===== src/rtl/rs_gf_pkg.sv =====
// rs_gf_pkg: GF(2^8) helpers (poly 0x11D) shared by the syndrome, locator and Chien blocks.
package rs_gf_pkg;

    localparam logic [8:0] GF_POLY = 9'h11D;

    function automatic logic [7:0] gf_xtime(input logic [7:0] a);
        return {a[6:0], 1'b0} ^ (a[7] ? GF_POLY[7:0] : 8'h00);
    endfunction

    function automatic logic [7:0] gf_alpha_pow(input int e);
        logic [7:0] r;
        int em;
        r  = 8'h01;
        em = ((e % 255) + 255) % 255;
        for (int i = 0; i < 255; i++)
            if (i < em) r = gf_xtime(r);
        return r;
    endfunction

    // With a constant k this folds down to a fixed XOR network.
    function automatic logic [7:0] gf_mul_const(input logic [7:0] a, input logic [7:0] k);
        logic [7:0] r;
        logic [7:0] p;
        r = 8'h00;
        p = a;
        for (int i = 0; i < 8; i++) begin
            if (k[i]) r = r ^ p;
            p = gf_xtime(p);
        end
        return r;
    endfunction

endpackage


===== src/rtl/rs_dec_syndrome_bank_if.sv =====
// rs_dec_syndrome_bank_if: symbol stream in, held syndromes with valid/ack handshake out.
interface rs_dec_syndrome_bank_if #(parameter int NSYN = 4);

    logic              i_frame_sync;
    logic [7:0]        i_data;
    logic              i_data_sync;
    logic              i_syn_ack;
    logic [8*NSYN-1:0] o_syn;
    logic              o_syn_valid;
    logic              o_syn_zero;
    logic              o_overrun;

    modport master (
        output i_frame_sync, i_data, i_data_sync, i_syn_ack,
        input  o_syn, o_syn_valid, o_syn_zero, o_overrun
    );

    modport slave (
        input  i_frame_sync, i_data, i_data_sync, i_syn_ack,
        output o_syn, o_syn_valid, o_syn_zero, o_overrun
    );

endinterface


===== src/rtl/rs_syn_cell.sv =====
// rs_syn_cell: one Horner syndrome accumulator S <= S*alpha^ALPHA_EXP ^ r plus its holding register.
module rs_syn_cell
    import rs_gf_pkg::*;
#(
    parameter int ALPHA_EXP = 0
) (
    input  logic       i_clk,
    input  logic       i_resb,
    input  logic       i_clr,
    input  logic       i_step,
    input  logic       i_last,
    input  logic [7:0] i_data,
    output logic [7:0] o_hold,
    output logic       o_next_zero
);

    localparam logic [7:0] K = gf_alpha_pow(ALPHA_EXP);

    logic [7:0] acc_q, acc_d, hold_q, hold_d, horner;

    always_comb begin
        horner = gf_mul_const(acc_q, K) ^ i_data;
        acc_d  = i_clr ? 8'h00 : i_step ? (i_last ? 8'h00 : horner) : acc_q;
        hold_d = (i_step && i_last) ? horner : hold_q;
    end

    always_ff @(posedge i_clk or negedge i_resb) begin
        if (!i_resb) begin
            acc_q  <= 8'h00;
            hold_q <= 8'h00;
        end else begin
            acc_q  <= acc_d;
            hold_q <= hold_d;
        end
    end

    assign o_hold      = hold_q;
    assign o_next_zero = horner == 8'h00;

endmodule


===== src/rtl/rs_dec_syndrome_bank.sv =====
// rs_dec_syndrome_bank: parametrised GF(2^8) RS syndrome generator with double-buffered result,
// valid/ack handshake, all-zero flag and overrun pulse.
module rs_dec_syndrome_bank
    import rs_gf_pkg::*;
#(
    parameter int N         = 32,
    parameter int NSYN      = 4,
    parameter int FCR       = 0,
    parameter int ASYNC_STB = 1
) (
    input logic                 i_clk,
    input logic                 i_resb,
    rs_dec_syndrome_bank_if.slave bus
);

    localparam int CW = $clog2(N);

    logic [1:0]             sync_q;
    logic [CW-1:0]          cnt_q, cnt_d;
    logic                   valid_q, valid_d, zero_q, zero_d, ovr_q, ovr_d;
    logic                   w_rx, step, last, done;
    logic [NSYN-1:0]        nz;
    logic [NSYN-1:0][7:0]   syn;

    // A frame_sync drops any coincident symbol, so step never fires with it.
    always_comb begin
        w_rx    = (ASYNC_STB != 0) ? ^sync_q : bus.i_data_sync;
        step    = w_rx && !bus.i_frame_sync;
        last    = cnt_q == CW'(N - 1);
        done    = step && last;
        cnt_d   = (bus.i_frame_sync || done) ? '0 : step ? cnt_q + CW'(1) : cnt_q;
        valid_d = done || (valid_q && !bus.i_syn_ack);
        zero_d  = done ? &nz : zero_q;
        ovr_d   = done && valid_q && !bus.i_syn_ack;
    end

    always_ff @(posedge i_clk or negedge i_resb) begin
        if (!i_resb) begin
            sync_q  <= 2'b00;
            cnt_q   <= '0;
            valid_q <= 1'b0;
            zero_q  <= 1'b0;
            ovr_q   <= 1'b0;
        end else begin
            sync_q  <= {sync_q[0], bus.i_data_sync};
            cnt_q   <= cnt_d;
            valid_q <= valid_d;
            zero_q  <= zero_d;
            ovr_q   <= ovr_d;
        end
    end

    for (genvar j = 0; j < NSYN; j++) begin : g_cell
        rs_syn_cell #(.ALPHA_EXP(FCR + j)) u_cell (
            .i_clk       (i_clk),
            .i_resb      (i_resb),
            .i_clr       (bus.i_frame_sync),
            .i_step      (step),
            .i_last      (last),
            .i_data      (bus.i_data),
            .o_hold      (syn[j]),
            .o_next_zero (nz[j])
        );
    end

    assign bus.o_syn       = syn;
    assign bus.o_syn_valid = valid_q;
    assign bus.o_syn_zero  = zero_q;
    assign bus.o_overrun   = ovr_q;

endmodule


===== src/flat_wrapper.sv =====
// flat-port wrapper written by rule: the top's interface ports become plain ports
module rs_dec_syndrome_bank_flat import rs_gf_pkg::*;
#(
    parameter int N         = 32,
    parameter int NSYN      = 4,
    parameter int FCR       = 0,
    parameter int ASYNC_STB = 1
)
  (i_clk, i_resb, bus_i_frame_sync, bus_i_data, bus_i_data_sync, bus_i_syn_ack, bus_o_syn, bus_o_syn_valid, bus_o_syn_zero, bus_o_overrun);
  rs_dec_syndrome_bank_if #(.NSYN(NSYN)) bus_i ();
  input logic i_clk;
  input logic i_resb;
  input wire logic [$bits(bus_i.i_frame_sync)-1:0] bus_i_frame_sync;
  input wire logic [$bits(bus_i.i_data)-1:0] bus_i_data;
  input wire logic [$bits(bus_i.i_data_sync)-1:0] bus_i_data_sync;
  input wire logic [$bits(bus_i.i_syn_ack)-1:0] bus_i_syn_ack;
  output wire logic [$bits(bus_i.o_syn)-1:0] bus_o_syn;
  output wire logic [$bits(bus_i.o_syn_valid)-1:0] bus_o_syn_valid;
  output wire logic [$bits(bus_i.o_syn_zero)-1:0] bus_o_syn_zero;
  output wire logic [$bits(bus_i.o_overrun)-1:0] bus_o_overrun;
  assign bus_i.i_frame_sync = bus_i_frame_sync;
  assign bus_i.i_data = bus_i_data;
  assign bus_i.i_data_sync = bus_i_data_sync;
  assign bus_i.i_syn_ack = bus_i_syn_ack;
  assign bus_o_syn = bus_i.o_syn;
  assign bus_o_syn_valid = bus_i.o_syn_valid;
  assign bus_o_syn_zero = bus_i.o_syn_zero;
  assign bus_o_overrun = bus_i.o_overrun;
  rs_dec_syndrome_bank #(.N(N), .NSYN(NSYN), .FCR(FCR), .ASYNC_STB(ASYNC_STB)) u_core (.i_clk(i_clk), .i_resb(i_resb), .bus(bus_i));
endmodule

===== config.mk =====
export PLATFORM = sky130hd
export DESIGN_NAME = rs_dec_syndrome_bank_flat
export DESIGN_NICKNAME = d
export VERILOG_FILES = /design/src/rtl/rs_gf_pkg.sv /design/src/rtl/rs_dec_syndrome_bank_if.sv /design/src/rtl/rs_syn_cell.sv /design/src/rtl/rs_dec_syndrome_bank.sv /design/src/flat_wrapper.sv
export SDC_FILE = /design/constraint.sdc
export NUM_CORES = 1
export LEC_CHECK = 0
export CAP_MARGIN = 20
export CORE_MARGIN = 5
export CORE_UTILIZATION = 50
export DETAILED_ROUTE_END_ITERATION = 16
export GPL_ROUTABILITY_DRIVEN = 1
export PLACE_DENSITY_LB_ADDON = 0.12
export REMOVE_ABC_BUFFERS = 1
export SYNTH_ARGS = -nofsm -noshare
export SYNTH_HDL_FRONTEND = slang
export SYNTH_SLANG_ARGS = --single-unit
export TNS_END_PERCENT = 10

===== constraint.sdc =====
create_clock -name i_clk -period 3.42 [get_ports i_clk]
set_input_delay 0.513 -clock i_clk [delete_from_list [all_inputs] [get_ports i_clk]]
set_output_delay 0.513 -clock i_clk [all_outputs]
set_load 0.02 [all_outputs]

======== Word-level counts from Yosys, hierarchy flattened ========
Cells that the tools add are included.
word-level totals
  register bits after elaboration ......... 74
  input bits .............................. 13
  output and inout bits ................... 35
  logic and storage cells ................. 62
operators by class
  $add $sub $neg .......................... 1
  equality and inequality tests ........... 1
  muxes and demuxes ....................... 20
  bitwise logic cells ..................... 10
  reduce and logical (&&, ||, !) cells .... 17
operators with widths
  cell                                                            number
  8-bit two-way mux                                               12
  8-bit XOR                                                       7
  5-bit two-way mux                                               8
  8-bit zero test                                                 4
  8-bit by 5-bit XOR with 8-bit output                            3
  5-bit by 1-bit adder with 5-bit output (second input constant)  1
  5-bit equality test (second input constant)                     1
  1-bit logical AND                                               5
  4-bit AND reduction                                             1
  2-bit nonzero test                                              2
  1-bit zero test                                                 2
  1-bit logical OR                                                2
  2-bit XOR reduction                                             1

======== Depth between registers and ports, before layout ========
  word-level depth ........................ 10
  mapped depth ............................ 8
  depth with buffers taken out ............ 7

======== Cells and area by module ========
A second synthesis with hierarchy kept.
second synthesis, totals
  cell total of the unflattened synthesis .. 339
  area, all modules ....................... 3611.0 um2
by module, submodules not included
  module                                 times used  cells each  area an instance (um2)  seq. area each (um2)
  rs_syn_cell (u_core.g_cell[0].u_cell)  1           85          818.3                   400.4
  rs_syn_cell (u_core.g_cell[3].u_cell)  1           76          804.5                   400.4
  rs_syn_cell (u_core.g_cell[1].u_cell)  1           67          773.2                   400.4
  rs_syn_cell (u_core.g_cell[2].u_cell)  1           70          769.5                   400.4
  rs_dec_syndrome_bank                   1           41          445.4                   250.2

======== Least setup slack after synthesis ========
OpenSTA, ideal clock, no wires.
  path kind ............................... register -> register
  start point ............................. register u_core.cnt_q[0]
  end point ............................... register u_core.zero_q, in the netlist u_core.bus.o_syn_zero
  library setup time ...................... 0.066 ns
  data arrival time ....................... 2.294 ns
  setup slack ............................. 1.060 ns
  stages on the path, launching flop included .. 9
  buffers on the path ..................... 1
  clock period less this slack ............ 2.360 ns
  path through ............................ dfrtp_1 > ha_1 > and3_1 > ha_1 > or3b_1 > buf_2 > or4_1 > nor4_1 > a22o_1
between the ends
  longest elaborated chain between the ends .. 2
RTL lines
  item                    RTL line                    RTL
  start, declared         rs_dec_syndrome_bank.sv:19  logic [CW-1:0] cnt_q, cnt_d;
  start signal, assigned  rs_dec_syndrome_bank.sv:46  cnt_q <= cnt_d;
  5-bit equality test     rs_dec_syndrome_bank.sv:29  last = cnt_q == CW'(N - 1);
  1-bit logical AND       rs_dec_syndrome_bank.sv:30  done = step && last;
  end signal, assigned    rs_dec_syndrome_bank.sv:48  zero_q <= zero_d;
  end, declared           rs_dec_syndrome_bank.sv:20  logic valid_q, valid_d, zero_q, zero_d, ovr_q, ovr_d;
No other way between the ends.
A chain may end at the register's enable or synchronous reset.

======== Worst setup path in the final report ========
Same ends and word-level chain as after synthesis.

==> results.sh <==
export IMPL_vias=2557
export IMPL_dr_pass1_iters=4
export IMPL_numPortBuffers=47
export IMPL_synth_mux_area_share_pct=0.869
export IMPL_cts_sinks=74
export IMPL_path_clk_slew_ns=0.08
export IMPL_num_rows=30
export IMPL_final_common_cell="nand2_1"
export IMPL_synth_compound_area_share_pct=11.8
export IMPL_drc=0
export IMPL_ctsHoldBuffers=0
export IMPL_die_y_um=93.1
export IMPL_grt_use_met1_pct=26.2
export IMPL_rr_worst_depth=7
export IMPL_critPathKind="reg2reg"
export IMPL_core_um2=6760
export IMPL_fin_ws_ns=0.960
export IMPL_critical_path_max_fanout=8
export IMPL_syn_instance_count=355
export IMPL_slew_viol_final=0
export IMPL_die_x_um=93.1
export IMPL_max_freq_mhz=407
export IMPL_power_leakage_nw=1.97
export IMPL_io_pins=48
export IMPL_finalNonFillerCells=476
export IMPL_h_tree_depth=3
export IMPL_worst_path_most_repeated_cell="ha_1"
export IMPL_cp_depth=7
export IMPL_synth_adder_area_share_pct=0.724
export IMPL_yosys_area_share_simple_pct=17.5
export IMPL_dp_cells=460
export IMPL_cts_root_buf="clkbuf_8"
export IMPL_first_iter_violations=186
export IMPL_cts_buffer_depth=2
export IMPL_synth_top_family_by_area="simple AND/OR/NAND/NOR gates"
export IMPL_via_per_inst=5.37
export IMPL_status="completed"
export IMPL_routedWlPerCell_um=15.9
export IMPL_cts_setup_buffers=0
export IMPL_use_met2_pct=29.0
export IMPL_critPathMaxStageDelay_ns=0.54
export IMPL_area_growth_pct=22.0
export IMPL_ys_seq_elements=74
export IMPL_tightest_slew_ns=0.805
export IMPL_drive_gt1_share_pct=6.57
export IMPL_holdWs_ns=0.225
export IMPL_max_cap_violations=0
export IMPL_cts_tree="done"
export IMPL_synth_distinct_cells=30
export IMPL_synth_yosys_seq_area_share_pct=53.6
export IMPL_grtUsageMet3_pct=2.82
export IMPL_crit_path_end_kind="flip-flop"
export IMPL_clk_insertion_delay_late_ns=0.34
export IMPL_dp_hpwl_um=5130
export IMPL_yosysWarnings=0
export IMPL_rsz0062_at_grt="false"
export IMPL_layout_nets=406
export IMPL_ir_drop_mv=0.246
export IMPL_finClkSkew_ns=0.0124
export IMPL_worstPathArrival_ns=2.74
export IMPL_synth_area_um2=3450
export IMPL_yosys_top_cells_area="dfrtp_1 54%, nand2_1 9.9%, xnor2_1 6.8%"
export IMPL_slowest_stage="or4_1"
export IMPL_path_cells="ha_1 -> and3_1 -> ha_1 -> or3b_1 -> or4_1 -> nor4_1 -> a22o_1"
export IMPL_required_ns=3.70
export IMPL_antenna_found_initial=0
export IMPL_placed_cell_area_um2=3970
export IMPL_grt_first_pass_wirelength_um=12500
export IMPL_grt_use_total_pct=18.5
export IMPL_antennaDiodeCount=0
export IMPL_start_util_pct=51.1
export IMPL_syn_mean_instance_area_um2=9.73
export IMPL_slew_headroom_pct=46.1
export IMPL_setup_tns_ns=0
export IMPL_cp_top_family="simple AND/OR/NAND/NOR gates"
export IMPL_grt_pass1_vias=2480
export IMPL_cp_num_buf_inv=0
export IMPL_finalHoldViolations=0
export IMPL_drt_wl_total_um=7590
export IMPL_finalPower_mw=2.20
export IMPL_powerDensity_nw_per_um2=522
export IMPL_crit_path_start_kind="flip-flop"
export IMPL_dp_slack_ns=0.882
export IMPL_place_gp_congestion=0.852
export IMPL_design_area_um2=4210
export IMPL_grt_start_max_net_pins=45
export IMPL_finalCritPeriodShare_pct=71.9
export IMPL_period_minus_slack_ns=2.46
export IMPL_synth_xor_area_share_pct=12.4
export IMPL_setup_viol=0
export IMPL_post_route_util_pct=62.4
export IMPL_post_cts_resized=0
export IMPL_overflow=0
export IMPL_cts_buffers=9
export IMPL_layout_common_cells="91 x nand2_1, 74 x dfrtp_1, 46 x clkdlybuf4s50_1"
export IMPL_yosysTopAreaCellShare_pct=53.6
export IMPL_hold_class="in2async"
export IMPL_grt_busiest_layer="met2"
export IMPL_yosysTopAreaCell="dfrtp_1"
export IMPL_dieArea_um2=8670
export IMPL_antenna_left=0
## synthesized netlist by cell type
| cell type | n |
|---|---|
| nand2_1 | 91 |
| dfrtp_1 | 74 |
| o21ai_0 | 31 |
| clkbuf_1 | 27 |
| xnor2_1 | 27 |
| a22o_1 | 25 |
| xor2_1 | 22 |
| nor2_1 | 14 |
| nor3_1 | 4 |
| a21oi_1 | 3 |
| and3_1 | 3 |
| mux2i_1 | 3 |
| nand3_1 | 3 |
| nor2b_1 | 3 |
| or3_1 | 3 |
| or4_1 | 3 |
| and2_1 | 2 |
| ha_1 | 2 |
| nand4_1 | 2 |
| nor3b_1 | 2 |
| nor4_1 | 2 |
| a22oi_1 | 1 |
| a31oi_1 | 1 |
| and3b_1 | 1 |
| buf_2 | 1 |
| nand2b_1 | 1 |
| nand4b_1 | 1 |
| o22ai_1 | 1 |
| or3b_1 | 1 |
| or4b_2 | 1 |
## cells by family (layout without fill, tap and decap cells)
family                     count (synthesis)  after routing
adders and majority gates                  2              2
DFF                                       74             74
muxes                                      3              3
AOI/OAI and AO/OA                         62             62
xor gates and xnor gates                  49             49
buffers and inverters                     28             69
and+or+nand+nor                          137            137
## worst reg2reg max path, stage by stage (launching register included)
cell     delay [ns]
dfrtp_1        0.40
ha_1           0.20
and3_1         0.17
ha_1           0.28
or3b_1         0.41
or4_1          0.54
nor4_1         0.26
a22o_1         0.16
## where the power goes
part / switching [mW] / internal, mW
Combinational: 0.216 / 0.164
Clock: 0.326 / 0.487
Sequential: 0.0726 / 0.932
Total: 0.615 / 1.58
## final timing paths
path	start	to	slack (ns)
hold reg to reg	u_core.sync_q[0]	u_core.sync_q[1]	0.40
min in group i_clk	u_core.sync_q[0]	u_core.sync_q[1]	0.40
hold / removal	i_resb	u_core.g_cell[0].u_cell.o_hold[2]	0.23
setup / recovery	u_core.cnt_q[0]	u_core.bus.o_syn_zero	0.96
setup reg to reg	u_core.cnt_q[0]	u_core.bus.o_syn_zero	0.96
max in group asynchronous	i_resb	u_core.g_cell[0].u_cell.acc_q[1]	2.37
## flip-flops by register name (all words and copies together) (netlist names)
register,count
u_core.bus.o_syn_valid,1
u_core.g_cell.u_cell.o_hold,32
u_core.sync_q,2
u_core.g_cell.u_cell.acc_q,32
u_core.bus.o_syn_zero,1
u_core.cnt_q,5
u_core.bus.o_overrun,1
## metal layers
metal	vias up	routed length, µm
met5	-	0
met2	66	3560
met1	1231	3590
met3	8	339
li1	1252	-
met4	0	94
## final cells by class
cell class                      instances  area (µm²)
Multi-Input combinational cell        253        1510
Timing Repair Buffer                   53         510
Tap cell                               80         100
Clock buffer                           10         128
Sequential cell                        74        1850
Fill cell                             583        2540
Clock inverter                          6         115
No activity file was read; power rests on OpenSTA's default activity.
